## config.mk

```make
export PLATFORM = sky130hd
export DESIGN_NAME = sram_ctrl
export DESIGN_NICKNAME = d
export VERILOG_FILES = /design/src/rtl/sram_pkg.sv /design/src/rtl/sram_ctrl.sv
export SDC_FILE = /design/constraint.sdc
export NUM_CORES = 1
export LEC_CHECK = 0
export CAP_MARGIN = 20
export CORE_UTILIZATION = 30
export DETAILED_ROUTE_END_ITERATION = 10
export GPL_ROUTABILITY_DRIVEN = 0
export PLACE_DENSITY = 0.59
export SLEW_MARGIN = 40
export SYNTH_ARGS = -nofsm -noshare
export SYNTH_HDL_FRONTEND = slang
export SYNTH_SLANG_ARGS = --single-unit
export TNS_END_PERCENT = 5
```

## constraint.sdc

```tcl
create_clock -name clk -period 2.41 [get_ports clk]
set_clock_uncertainty 0.2 [all_clocks]
set_input_delay 0.482 -clock clk [delete_from_list [all_inputs] [get_ports clk]]
set_output_delay 0.482 -clock clk [all_outputs]
set_load 0.01 [all_outputs]
```

## src/rtl/sram_pkg.sv

```systemverilog
// sram_pkg: shared types and constants for the external async SRAM controller.
//   - state_e       : controller FSM states
//   - DefAddrW/DataW: default SRAM word-address and data widths
//   - MaxWaitStates : largest supported WAIT_STATES value
//   - cnt_width()   : wait-counter width for a given WAIT_STATES
package sram_pkg;

    localparam int unsigned DefAddrW      = 18;
    localparam int unsigned DefDataW      = 16;
    localparam int unsigned MaxWaitStates = 7;

    typedef enum logic [1:0] {
        StIdle,
        StAccess,
        StHold,
        StTurn
    } state_e;

    // max(1, clog2(ws+1)): the counter must hold WAIT_STATES itself.
    function automatic int unsigned cnt_width(input int unsigned ws);
        return (ws < 1) ? 1 : $clog2(ws + 1);
    endfunction

endpackage

```

## src/rtl/sram_ctrl.sv

```systemverilog
// sram_ctrl: single-word request master for an external asynchronous 16-bit SRAM.
// Sequences CS/OE/WE, drives the data-pin direction and write data, and samples
// read data at the end of the access phase. All pin-side outputs are registered.
//
// Optional feature macro: SRAM_CTRL_TURNAROUND_EN
//   defined   -> a one-cycle bus-idle TURN state follows every read
//   undefined -> reads return straight to IDLE
//
// Ports:
//   clk, rst_n              clock, async active-low reset
//   req_valid/req_ready     request handshake
//   req_we/addr/wdata       request attributes (1 = write)
//   rsp_valid               one-cycle completion pulse (reads and writes)
//   rsp_rdata               last read data, held until the next read completes
//   sram_addr/csn/oen/wen   SRAM address and active-low strobes
//   sram_dir                data-pin output enable (1 = FPGA drives)
//   sram_dout/sram_din      data to / from the pin buffers
module sram_ctrl
    import sram_pkg::*;
#(
    parameter int unsigned ADDR_W      = DefAddrW,
    parameter int unsigned DATA_W      = DefDataW,
    parameter int unsigned WAIT_STATES = 1
) (
    input  logic              clk,
    input  logic              rst_n,
    input  logic              req_valid,
    output logic              req_ready,
    input  logic              req_we,
    input  logic [ADDR_W-1:0] req_addr,
    input  logic [DATA_W-1:0] req_wdata,
    output logic              rsp_valid,
    output logic [DATA_W-1:0] rsp_rdata,
    output logic [ADDR_W-1:0] sram_addr,
    output logic              sram_csn,
    output logic              sram_oen,
    output logic              sram_wen,
    output logic              sram_dir,
    output logic [DATA_W-1:0] sram_dout,
    input  logic [DATA_W-1:0] sram_din
);

    localparam int unsigned CntW = cnt_width(WAIT_STATES);

    state_e            state_q, state_d;
    logic [CntW-1:0]   cnt_q, cnt_d;
    logic              we_q, we_d;
    logic [ADDR_W-1:0] addr_q, addr_d;
    logic [DATA_W-1:0] wdata_q, wdata_d;
    logic [DATA_W-1:0] rdata_q, rdata_d;
    logic              rsp_valid_q, rsp_valid_d;
    logic              csn_q, csn_d;
    logic              oen_q, oen_d;
    logic              wen_q, wen_d;
    logic              dir_q, dir_d;
    logic              busy_d;

    always_ff @(posedge clk or negedge rst_n) begin
        if (!rst_n) begin
            state_q     <= StIdle;
            cnt_q       <= '0;
            we_q        <= 1'b0;
            addr_q      <= '0;
            wdata_q     <= '0;
            rdata_q     <= '0;
            rsp_valid_q <= 1'b0;
            csn_q       <= 1'b1;
            oen_q       <= 1'b1;
            wen_q       <= 1'b1;
            dir_q       <= 1'b0;
        end else begin
            state_q     <= state_d;
            cnt_q       <= cnt_d;
            we_q        <= we_d;
            addr_q      <= addr_d;
            wdata_q     <= wdata_d;
            rdata_q     <= rdata_d;
            rsp_valid_q <= rsp_valid_d;
            csn_q       <= csn_d;
            oen_q       <= oen_d;
            wen_q       <= wen_d;
            dir_q       <= dir_d;
        end
    end

    always_comb begin
        state_d     = state_q;
        cnt_d       = cnt_q;
        we_d        = we_q;
        addr_d      = addr_q;
        wdata_d     = wdata_q;
        rdata_d     = rdata_q;
        rsp_valid_d = 1'b0;

        case (state_q)
            StIdle: begin
                if (req_valid) begin
                    we_d    = req_we;
                    addr_d  = req_addr;
                    wdata_d = req_wdata;
                    cnt_d   = CntW'(WAIT_STATES);
                    state_d = StAccess;
                end
            end
            StAccess: begin
                if (cnt_q == '0) begin
                    if (we_q) begin
                        state_d = StHold;
                    end else begin
                        // Sample at the last access edge; the SRAM has had
                        // WAIT_STATES+1 cycles to drive valid data.
                        rdata_d     = sram_din;
                        rsp_valid_d = 1'b1;
`ifdef SRAM_CTRL_TURNAROUND_EN
                        state_d     = StTurn;
`else
                        state_d     = StIdle;
`endif
                    end
                end else begin
                    cnt_d = cnt_q - CntW'(1);
                end
            end
            StHold: begin
                rsp_valid_d = 1'b1;
                state_d     = StIdle;
            end
`ifdef SRAM_CTRL_TURNAROUND_EN
            StTurn: begin
                state_d = StIdle;
            end
`endif
            default: begin
                state_d = StIdle;
            end
        endcase

        // Pin strobes are registered from the next state so they change only
        // on clock edges and line up with the state they belong to.
        busy_d = (state_d == StAccess) || (state_d == StHold);
        csn_d  = ~busy_d;
        oen_d  = ~((state_d == StAccess) && !we_d);
        wen_d  = ~((state_d == StAccess) && we_d);
        // HOLD keeps the data driven after WE rises; reads never drive.
        dir_d  = busy_d && we_d;
    end

    assign req_ready = (state_q == StIdle);
    assign rsp_valid = rsp_valid_q;
    assign rsp_rdata = rdata_q;
    assign sram_addr = addr_q;
    assign sram_csn  = csn_q;
    assign sram_oen  = oen_q;
    assign sram_wen  = wen_q;
    assign sram_dir  = dir_q;
    assign sram_dout = wdata_q;

endmodule

```

==> results.cfg <==
[status]
outcome = finished, final reports clean

[drt]
initialDrtViolationCount = 34
ant_nets = 0
drtPass1Iterations = 4
viasPerCell = 4.33
drc = 0
drt-total-wl_um = 5440
routedWlPerCell_um = 14.8
num_vias = 1588

[place]
postPlaceCellArea_um2 = 3520
port_buffers = 109
dp.cells = 350
hpwlAfterDp_um = 4050

[synthesis]
synth.avg_cell_area_um2 = 16.1
synthCells = 142
yosys-top-cells-count = dfrtp_1, mux2_2, ha_1
synthFlopType = dfrtp_1
synthMostInstantiatedCell = dfrtp_1
yosysTopAreaCell = dfrtp_1
synth-seq-cells = 59
synth_top_cells_by_area = dfrtp_1, mux2_2, dfstp_2
ys_warn_count = 0
synth_fp_nets = 202
synth-edff-count = 0
synth-async-reset-ratio = 1.00
netlist_area_um2 = 2280
ys_seq_area_frac = 0.648
synth_top_area_share = 0.613
synth_cell_type_count = 17

[pwr]
p_sw_uw = 1490
vdd_drop_max_mv = 0.344
p_int_uw = 3440
power_uw = 4930
power_leakage_uw = 0.00156
combPwrFrac = 0.469
power_density_nw_per_um2 = 1320
p_seq_frac = 0.353
p_clk_frac = 0.179
swShare = 0.302

[floorplanning]
core_um2 = 7290
die_h_um = 89.3
rows = 31
die_area_um2 = 7970
start_util = 0.313
io_pins = 110
die_w_um = 89.3

[grt]
grt_max_degree = 43
overflow = 0
grt_antenna_before_repair = 0
gr-usage-met1 = 0.182
met3_usage = 0.0609
grt_pass1_vias = 1564
grt.total_usage = 0.145
grt_pass1_wl_um = 8260
use_met2 = 0.216
top_usage_layer = met2

[final_layout]
area_growth_pct = 63.7
stdcell_count = 367
final_area_um2 = 3740
regArea_um2 = 1480
layout-drive-gt1-share = 0.284
multiInputGateArea_um2 = 779
antenna_cells = 0
fin_nets = 323
fill_cells = 675

[sta]
fin_tns_setup_ns = 0
setup_viol = 0
rsz0062_at_grt = false
timing.final.crit_share = 0.957
max_freq_mhz = 434
worstMarginPinSlew_ns = 0.442
max_slew_margin = 0.706
fin_crit_ns = 2.31
hold_viol = 0
slew_violations = 0

[worst_setup_path]
cp_slowest_cell = clkdlybuf4s50_1
crit_chain = inv_1, ha_4, clkdlybuf4s50_1
cp_max_fo = 5
crit_path_start_kind = flip-flop
cp_num_buf_inv = 2
worstSetupEndpointType = output port
r2r.worst_path.cells = 5
slowest_delay_ns = 0.53
required_ns = 1.73
critical_path_depth = 3
crit_type = reg -> out
cp.arrival_ns = 1.62
crit_family = buffers and inverters

[flow_run]
maxCapViolations = 0

[clock_tree]
cts_root_buffer = clkbuf_8
cts_tree = built
numCtsBuffers = 9
clock_latency_ns = 0.32
cts_max_level = 3
cts_sinks = 59
ctsLongestPathBuffers = 2
clkTransAtPathRegs_ns = 0.07

[worst_hold_path]
hold_depth = 1
hold_path_class = reg -> reg
-- cell usage in the layout (no fill, tap or decap) --
cell / count
inv_1: 3
dlygate4sd3_1: 1
dfrtp_1: 56
o22ai_1: 1
clkbuf_8: 10
clkdlybuf4s50_1: 108
a31oi_1: 2
and3b_2: 1
mux2_2: 50
clkinv_2: 3
dfstp_2: 3
ha_1: 5
o21ai_0: 2
nor3b_4: 1
bufinv_16: 1
ha_4: 1
nor2_1: 3
buf_2: 1
nor2b_1: 1
clkinvlp_4: 1
clkbuf_1: 1
buf_4: 2
nand2_1: 5
o21a_1: 2
buf_12: 2
mux2i_1: 2
-- kinds of logic after synthesis --
| family | Yosys count | share of synthesized area |
|---|---|---|
| AOI/OAI and AO/OA | 7 | 0.0192 |
| adders and majority gates | 6 | 0.0329 |
| and+or+nand+nor | 11 | 0.0285 |
| DFF | 59 | 0.648 |
| buffers and inverters | 7 | 0.0164 |
| muxes | 52 | 0.255 |
-- per-layer routing --
| metal | up-vias | routed length [µm] |
|---|---|---|
| met5 | - | 0 |
| met4 | 0 | 90 |
| met3 | 7 | 514 |
| met2 | 68 | 2490 |
| met1 | 768 | 2350 |
| li1 | 745 | - |
-- worst reg2reg max path: stages (launching register included) --
cell     delay [ns]
dfrtp_1        0.41
inv_1          0.16
ha_1           0.27
nor3b_4        0.22
buf_4          0.20
mux2_2         0.35
-- final timing paths --
kind | startpoint | slack [ns] | endpoint
setup / recovery | state_q[0]$_DFF_PN0_ | 0.10 | req_ready
hold / removal | sram_dout[9]$_DFFE_PN0P_ | 0.30 | sram_dout[9]$_DFFE_PN0P_
setup reg to reg | state_q[1]$_DFF_PN0_ | 0.48 | rsp_rdata[6]$_DFFE_PN0P_
hold reg to reg | sram_dout[9]$_DFFE_PN0P_ | 0.30 | sram_dout[9]$_DFFE_PN0P_
max in group asynchronous | rst_n | 1.01 | rsp_rdata[7]$_DFFE_PN0P_
min in group asynchronous | rst_n | 0.43 | rsp_rdata[1]$_DFFE_PN0P_
-- flip-flops by register name, summed over array words and instances, names as in the netlist --
| signal | cells |
|---|---|
| sram_addr | 18 |
| rsp_rdata | 16 |
| sram_dout | 16 |
| state_q | 2 |
| cnt_q | 1 |
| rsp_valid | 1 |
| sram_csn | 1 |
| sram_dir | 1 |
| sram_oen | 1 |
| sram_wen | 1 |
| we_q | 1 |
-- timing repair --
| item | in CTS | in global routing |
|---|---|---|
| setup endpoints to repair | 0 | 1 |
| gates resized for setup | 0 | 2 |
| buffers inserted | 0 | 0 |
| hold buffers | 1 | 0 |
| endpoints found under the hold margin | 14 | 0 |
-- power by group through the flow --
stage	logic [µW]	registers [µW]	clock network, µW
2_1_floorplan	836	1980	0
3_3_place_gp	2300	1750	0
3_5_place_dp	2320	1760	0
4_1_cts	2330	1750	916
5_1_grt	2500	1810	961
6_report	2310	1740	881
-- stage by stage --
| stage | hold slack, ns | util | worst slack, ns |
|---|---|---|---|
| 3_5_place_dp | 0.253 | 0.483 | 0.338 |
| 2_1_floorplan | -0.0136 | - | 0.509 |
| 6_report | 0.302 | 0.513 | 0.104 |
| 3_3_place_gp | 0.251 | 0.483 | 0.352 |
| 4_1_cts | 0.307 | 0.511 | 0.00345 |
| 5_1_grt | 0.311 | 0.513 | 0.0188 |
-- final cells by class --
cell class | count | area share
Tap cell | 99 | 0.0331
Inverter | 3 | 0.00301
Multi-Input combinational cell | 76 | 0.208
Timing Repair Buffer | 114 | 0.308
Clock buffer | 11 | 0.0378
Sequential cell | 59 | 0.396
Clock inverter | 5 | 0.0141
Power figures use the tool's default switching activity.
